==> src/rtl/decode_regread_sb.sv <==
// decode_regread_sb
// Decode-stage register read with a hazard-aware, handshaked output slot.
// The register file is written by writeback, and a writeback is bypassed into
// a same-cycle read. A per-register pending-write counter detects RAW hazards.
// A full pending counter also blocks issue as a structural hazard.
// Operands are then captured into a registered valid/ready slot for execute.
//
// Ports:
//   clk, rst                   clock, asynchronous active-low reset
//   in_valid / in_ready        decoded instruction handshake (in_ready is combinational)
//   rd1_sel/rd1_used,
//   rd2_sel/rd2_used           source selects and whether each source is really read
//   dst_sel / dst_wr           destination register and write flag
//   out_valid / out_ready      operand slot handshake toward execute
//   out_rd1_data, out_rd2_data captured operands
//   out_dst_sel, out_dst_wr    destination carried forward
//   wb_en / wb_sel / wb_data   writeback port
//   flush                      full pipeline squash
//   stall_cnt                  saturating count of stalled cycles
//   err                        one-cycle pulse on an illegal writeback
module decode_regread_sb #(
  parameter int DATA_W = 16,
  parameter int NREG   = 8,
  parameter int REG_AW = 3,
  parameter int CNT_W  = 2
) (
  input  logic              clk,
  input  logic              rst,
  input  logic              in_valid,
  output logic              in_ready,
  input  logic [REG_AW-1:0] rd1_sel,
  input  logic [REG_AW-1:0] rd2_sel,
  input  logic              rd1_used,
  input  logic              rd2_used,
  input  logic [REG_AW-1:0] dst_sel,
  input  logic              dst_wr,
  output logic              out_valid,
  input  logic              out_ready,
  output logic [DATA_W-1:0] out_rd1_data,
  output logic [DATA_W-1:0] out_rd2_data,
  output logic [REG_AW-1:0] out_dst_sel,
  output logic              out_dst_wr,
  input  logic              wb_en,
  input  logic [REG_AW-1:0] wb_sel,
  input  logic [DATA_W-1:0] wb_data,
  input  logic              flush,
  output logic [15:0]       stall_cnt,
  output logic              err
);

  localparam logic [CNT_W-1:0] PEND_MAX = '1;
  localparam logic [CNT_W-1:0] PEND_ONE = CNT_W'(1);

  logic [DATA_W-1:0] regFile_q [NREG];
  logic [CNT_W-1:0]  pend_q    [NREG];
  logic [CNT_W-1:0]  pend_d    [NREG];

  logic              outValid_q;
  logic [DATA_W-1:0] outRd1_q, outRd2_q;
  logic [REG_AW-1:0] outDstSel_q;
  logic              outDstWr_q;
  logic [15:0]       stallCnt_q;
  logic              err_q;

  logic [DATA_W-1:0] rd1Reg, rd2Reg, rd1Data, rd2Data;
  logic [CNT_W-1:0]  rd1Pend, rd2Pend, dstPend, wbPend;
  logic              wbSelOk, rd1Hit, rd2Hit, dstHit;
  logic              haz1, haz2, structHaz, ready, issue, errNext;

  // Select-driven lookups are written as decode loops, so any select beyond
  // NREG reads as zero and never indexes outside the arrays.
  always_comb begin
    rd1Reg  = '0;
    rd2Reg  = '0;
    rd1Pend = '0;
    rd2Pend = '0;
    dstPend = '0;
    wbPend  = '0;
    wbSelOk = 1'b0;
    for (int i = 0; i < NREG; i++) begin
      if (rd1_sel == REG_AW'(i)) begin
        rd1Reg  = regFile_q[i];
        rd1Pend = pend_q[i];
      end
      if (rd2_sel == REG_AW'(i)) begin
        rd2Reg  = regFile_q[i];
        rd2Pend = pend_q[i];
      end
      if (dst_sel == REG_AW'(i)) dstPend = pend_q[i];
      if (wb_sel == REG_AW'(i)) begin
        wbPend  = pend_q[i];
        wbSelOk = 1'b1;
      end
    end
  end

  // A writeback that retires the last outstanding write to a source clears the
  // hazard in the same cycle, because the bypass supplies the fresh value.
  always_comb begin
    rd1Hit    = wb_en && wbSelOk && (wb_sel == rd1_sel);
    rd2Hit    = wb_en && wbSelOk && (wb_sel == rd2_sel);
    dstHit    = wb_en && wbSelOk && (wb_sel == dst_sel);
    rd1Data   = rd1Hit ? wb_data : rd1Reg;
    rd2Data   = rd2Hit ? wb_data : rd2Reg;
    haz1      = rd1_used && (rd1Pend != '0) && !(rd1Hit && (rd1Pend == PEND_ONE));
    haz2      = rd2_used && (rd2Pend != '0) && !(rd2Hit && (rd2Pend == PEND_ONE));
    structHaz = dst_wr && (dstPend == PEND_MAX) && !dstHit;
    ready     = !flush && !haz1 && !haz2 && !structHaz && (!outValid_q || out_ready);
    issue     = in_valid && ready;
    errNext   = wb_en && (!wbSelOk || (wbPend == '0));
  end

  // Scoreboard next state. A decrement on an idle counter is dropped, so a
  // stray writeback cannot wrap it. The structural hazard keeps increments
  // from overflowing.
  always_comb begin
    for (int i = 0; i < NREG; i++) begin
      pend_d[i] = pend_q[i];
      if (flush) begin
        pend_d[i] = '0;
      end else begin
        if ((issue && dst_wr && (dst_sel == REG_AW'(i))) &&
            !(wb_en && (wb_sel == REG_AW'(i)) && (pend_q[i] != '0)))
          pend_d[i] = pend_q[i] + PEND_ONE;
        else if (!(issue && dst_wr && (dst_sel == REG_AW'(i))) &&
                 (wb_en && (wb_sel == REG_AW'(i)) && (pend_q[i] != '0)))
          pend_d[i] = pend_q[i] - PEND_ONE;
      end
    end
  end

  // Register file, scoreboard, operand slot and status registers.
  always_ff @(posedge clk or negedge rst) begin
    if (!rst) begin
      for (int i = 0; i < NREG; i++) begin
        regFile_q[i] <= '0;
        pend_q[i]    <= '0;
      end
      outValid_q  <= 1'b0;
      outRd1_q    <= '0;
      outRd2_q    <= '0;
      outDstSel_q <= '0;
      outDstWr_q  <= 1'b0;
      stallCnt_q  <= '0;
      err_q       <= 1'b0;
    end else begin
      for (int i = 0; i < NREG; i++) begin
        if (wb_en && (wb_sel == REG_AW'(i))) regFile_q[i] <= wb_data;
        pend_q[i] <= pend_d[i];
      end
      if (flush) begin
        outValid_q <= 1'b0;
      end else if (issue) begin
        outValid_q  <= 1'b1;
        outRd1_q    <= rd1Data;
        outRd2_q    <= rd2Data;
        outDstSel_q <= dst_sel;
        outDstWr_q  <= dst_wr;
      end else if (outValid_q && out_ready) begin
        outValid_q <= 1'b0;
      end
      if (in_valid && !ready && !flush && (stallCnt_q != 16'hFFFF))
        stallCnt_q <= stallCnt_q + 16'd1;
      err_q <= errNext;
    end
  end

  assign in_ready     = ready;
  assign out_valid    = outValid_q;
  assign out_rd1_data = outRd1_q;
  assign out_rd2_data = outRd2_q;
  assign out_dst_sel  = outDstSel_q;
  assign out_dst_wr   = outDstWr_q;
  assign stall_cnt    = stallCnt_q;
  assign err          = err_q;

endmodule

==> config.mk <==
export PLATFORM = sky130hd
export DESIGN_NAME = decode_regread_sb
export DESIGN_NICKNAME = d
export VERILOG_FILES = /design/src/rtl/decode_regread_sb.sv
export SDC_FILE = /design/constraint.sdc
export NUM_CORES = 1
export LEC_CHECK = 0
export ABC_CLOCK_PERIOD_IN_PS = 2700
export CAP_MARGIN = 20
export CELL_PAD_IN_SITES_DETAIL_PLACEMENT = 0
export CELL_PAD_IN_SITES_GLOBAL_PLACEMENT = 2
export CORE_MARGIN = 2
export CORE_UTILIZATION = 36
export CTS_CLUSTER_DIAMETER = 80
export DETAILED_ROUTE_END_ITERATION = 7
export PLACE_DENSITY = 0.76
export SYNTH_ARGS = -nofsm -noshare
export SYNTH_HDL_FRONTEND = slang
export SYNTH_SLANG_ARGS = --single-unit
==> constraint.sdc <==
create_clock -name clk -period 2.7 [get_ports clk]
set_clock_uncertainty 0.15 [all_clocks]
set_input_delay 0.405 -clock clk [delete_from_list [all_inputs] [get_ports clk]]
set_output_delay 0.405 -clock clk [all_outputs]
set_load 0.01 [all_outputs]
==> qor.yml <==
vias: 8078
clock_latency_ns: 0.45
critPathSlowestCell: "clkdlybuf4s50_1"
p_leak_nw: 6.018
start_util: 0.3644
io_pins: 92
met3_usage: 0.02654
post_synth_instance_area_um2: 11120
stdcell_count: 1507
powerDensity_nw_per_um2: 682.5
post-synth-top-area-cell: "dfrtp_1"
register_area_um2: 4955
rows: 64
crit_path_end_kind: "output port"
cts_buffers: 17
max_stage_delay_ns: 0.60
diodes: 0
critPathTopFamily: "buffers and inverters"
multiInputGateArea_um2: 5831
synth-edff-count: 0
synth.distinct_cells: 59
dr.pass1.iters: 5
grt_overflow: 0
ant_nets: 0
fp.dieW_um: 179.7
wl_per_cell_um: 20.97
postLayoutCellArea_um2: 13780
dp_cells: 1473
yosys_warnings: 0
met2_usage: 0.3221
synthCells: 959
clk_pin_slew_ns: 0.07
period_share: 1.089
avgSynthCellArea_um2: 11.59
critPathKind: "in -> out"
fp.dieH_um: 179.7
cts_tree: "built"
async_flop_share: 1.000
ir_worst_vdd_mv: 0.4511
route.detailed.drc: 0
syn2layout_area_growth_pct: 23.96
tns_ns: -6.153
finalHoldViolCount: 0
grt_busiest_layer: "met2"
netlist_top_cells_area: "dfrtp_1 45%, mux2_2 11%, mux4_2 11%"
rsz0062_at_grt: "yes"
yosysSeqAreaShare: 0.4457
grt_pass1_vias: 8278
cp.arrival_ns: 2.39
hold_class: "in -> async"
crit_buf_inv: 2
htreeDepth: 4
crit_fanout: 4
io_buffers: 91
grt_antenna_before_repair: 0
use_met1: 0.2845
crit_chain: "clkdlybuf4s50_1, xnor2_1, nand4_1, a31o_2, o2111ai_2, and4b_1, and2_4, buf_6"
fillers: 2800
syn_nets: 997
final_util: 0.4517
min_period_ns: 2.941
synth_common_cells: "198 x dfrtp_1, 111 x mux2_2, 89 x nand2_1"
failed_checks: "setup timing"
synth_ff_type: "dfrtp_1"
outcome: "finished with violations"
drv_cap: 0
slew_violations: 0
viasPerCell: 5.360
relSlewSlack: 0.4621
grt_first_pass_wirelength_um: 49780
yosysTopAreaCellShare: 0.4457
yosysMostFrequentCell: "dfrtp_1"
clock_sinks: 198
gr-usage-all-layers: 0.1999
gp_congestion: 0.8810
nets: 1136
drt_wl_total_um: 31600
cts-root-buf: "clkbuf_16"
drt-initial-drc-count: 567
core_um2: 30510
clock.fmax_ghz: 0.3400
ctsLongestPathBuffers: 2
finalSetupViolCount: 37
grt_max_degree: 65
hpwl_um: 21370
drive_gt1_frac: 0.3294
worst_pin_slew_ns: 0.8068
die_area_um2: 32300
ys_ff_latch: 198
placed_area_um2: 13110
fin_ws_ns: -0.2412
required_ns: 2.14
start_kind: "input pin"
## cell families (layout without fill, tap and decap cells)
family / after synthesis / after routing / synth area share
and+or+nand+nor: 259 / 259 / 0.1155
muxes: 235 / 235 / 0.2980
xor gates and xnor gates: 24 / 24 / 0.01891
buffers and inverters: 97 / 249 / 0.03860
adders and majority gates: 1 / 1 / 0.001125
AOI/OAI and AO/OA: 145 / 145 / 0.08216
DFF: 198 / 198 / 0.4457
## per-stage QoR
| step | hold slack, ns | power [mW] | setup slack (ns) |
|---|---|---|---|
| after global placement | 0.2745 | 6.843 | -0.7577 |
| after detailed placement | 0.2864 | 6.913 | -0.7704 |
| after global routing | 0.3655 | 9.911 | -0.2975 |
| final | 0.3378 | 9.405 | -0.2412 |
| after floorplan | -0.04059 | 5.729 | 0.006407 |
| after CTS | 0.3499 | 9.507 | -0.2511 |
## worst register-to-register path, cell delays in order (launching register included)
cell and delay (ns):
dfrtp_1 0.40, mux4_2 0.51, mux2_4 0.30, o311ai_4 0.08, a21o_1 0.17, and4b_1 0.22, buf_4 0.28, nand2_8 0.11
buf_16 0.19, mux2_4 0.36
## layout by cell type (no fill, tap or decap), types with 5 or more instances in the layout
cell type / synthesis / routed
mux2i_1: 40 / 40
inv_6: 0 / 7
buf_2: 10 / 5
and3_1: 7 / 6
buf_4: 0 / 102
o221ai_1: 6 / 6
mux4_2: 54 / 54
o211ai_1: 9 / 9
nor2b_1: 16 / 16
xor2_1: 15 / 15
nand2_1: 89 / 89
nand2b_1: 6 / 6
clkdlybuf4s50_1: 0 / 82
dfrtp_1: 198 / 198
nor2_1: 59 / 59
a22oi_1: 8 / 8
inv_1: 12 / 12
a21oi_1: 50 / 50
o21ai_0: 36 / 36
buf_12: 0 / 9
xnor2_1: 9 / 9
nand4_1: 15 / 15
nor3_1: 12 / 11
nand3_1: 16 / 16
mux2_4: 29 / 30
mux2_2: 111 / 110
clkbuf_16: 0 / 17
and2_1: 11 / 10
## repair_timing
action,in CTS,in global routing
hold endpoints to repair,53,0
setup buffers,2,2
pin swaps,3,6
endpoints found under the setup margin,44,46
hold buffers,1,0
resized for setup,12,10
## flip-flops by register name, indices dropped and copies added (netlist names)
name / cells
out_rd2_data: 16
regFile_q: 128
out_rd1_data: 16
pend_q: 16
out_dst_sel: 3
out_dst_wr: 1
stall_cnt: 16
out_valid: 1
err: 1
## power by group
part           leakage, nW  total (mW)  switching (mW)  internal, mW
Clock                0.279        2.55            1.24          1.31
Combinational         3.29        2.72            1.04          1.68
Sequential            2.45        4.13           0.486          3.65
## routing by layer
layer | wire (um) | vias up | share of wire
met4 | 462 | 0 | 0.015
met3 | 1008 | 25 | 0.032
met1 | 14920 | 4118 | 0.47
met5 | 0 | - | 0
met2 | 15210 | 151 | 0.48
li1 | - | 3784 | -
## final cells by class
type                            instances  area share
Clock buffer                           20     0.03169
Clock inverter                         12    0.009533
Inverter                               12    0.003269
Multi-Input combinational cell        664      0.4231
Sequential cell                       198      0.3595
Tap cell                              396     0.03595
Timing Repair Buffer                  205      0.1369
## path summary, 6_finish.rpt
kind                                from         endpoint  slack, ns  cells past startpoint
min in group clk           stall_cnt[11]    stall_cnt[11]       0.35                      1
max                            wb_sel[2]         in_ready      -0.24                      8
max in group asynchronous            rst   regFile_q[109]       1.33                      3
min reg2reg                stall_cnt[11]    stall_cnt[11]       0.35                      1
min                                  rst        pend_q[8]       0.34                      2
max reg2reg                    pend_q[8]  out_rd1_data[4]      -0.19                      9
Power figures use the tool's default switching activity.
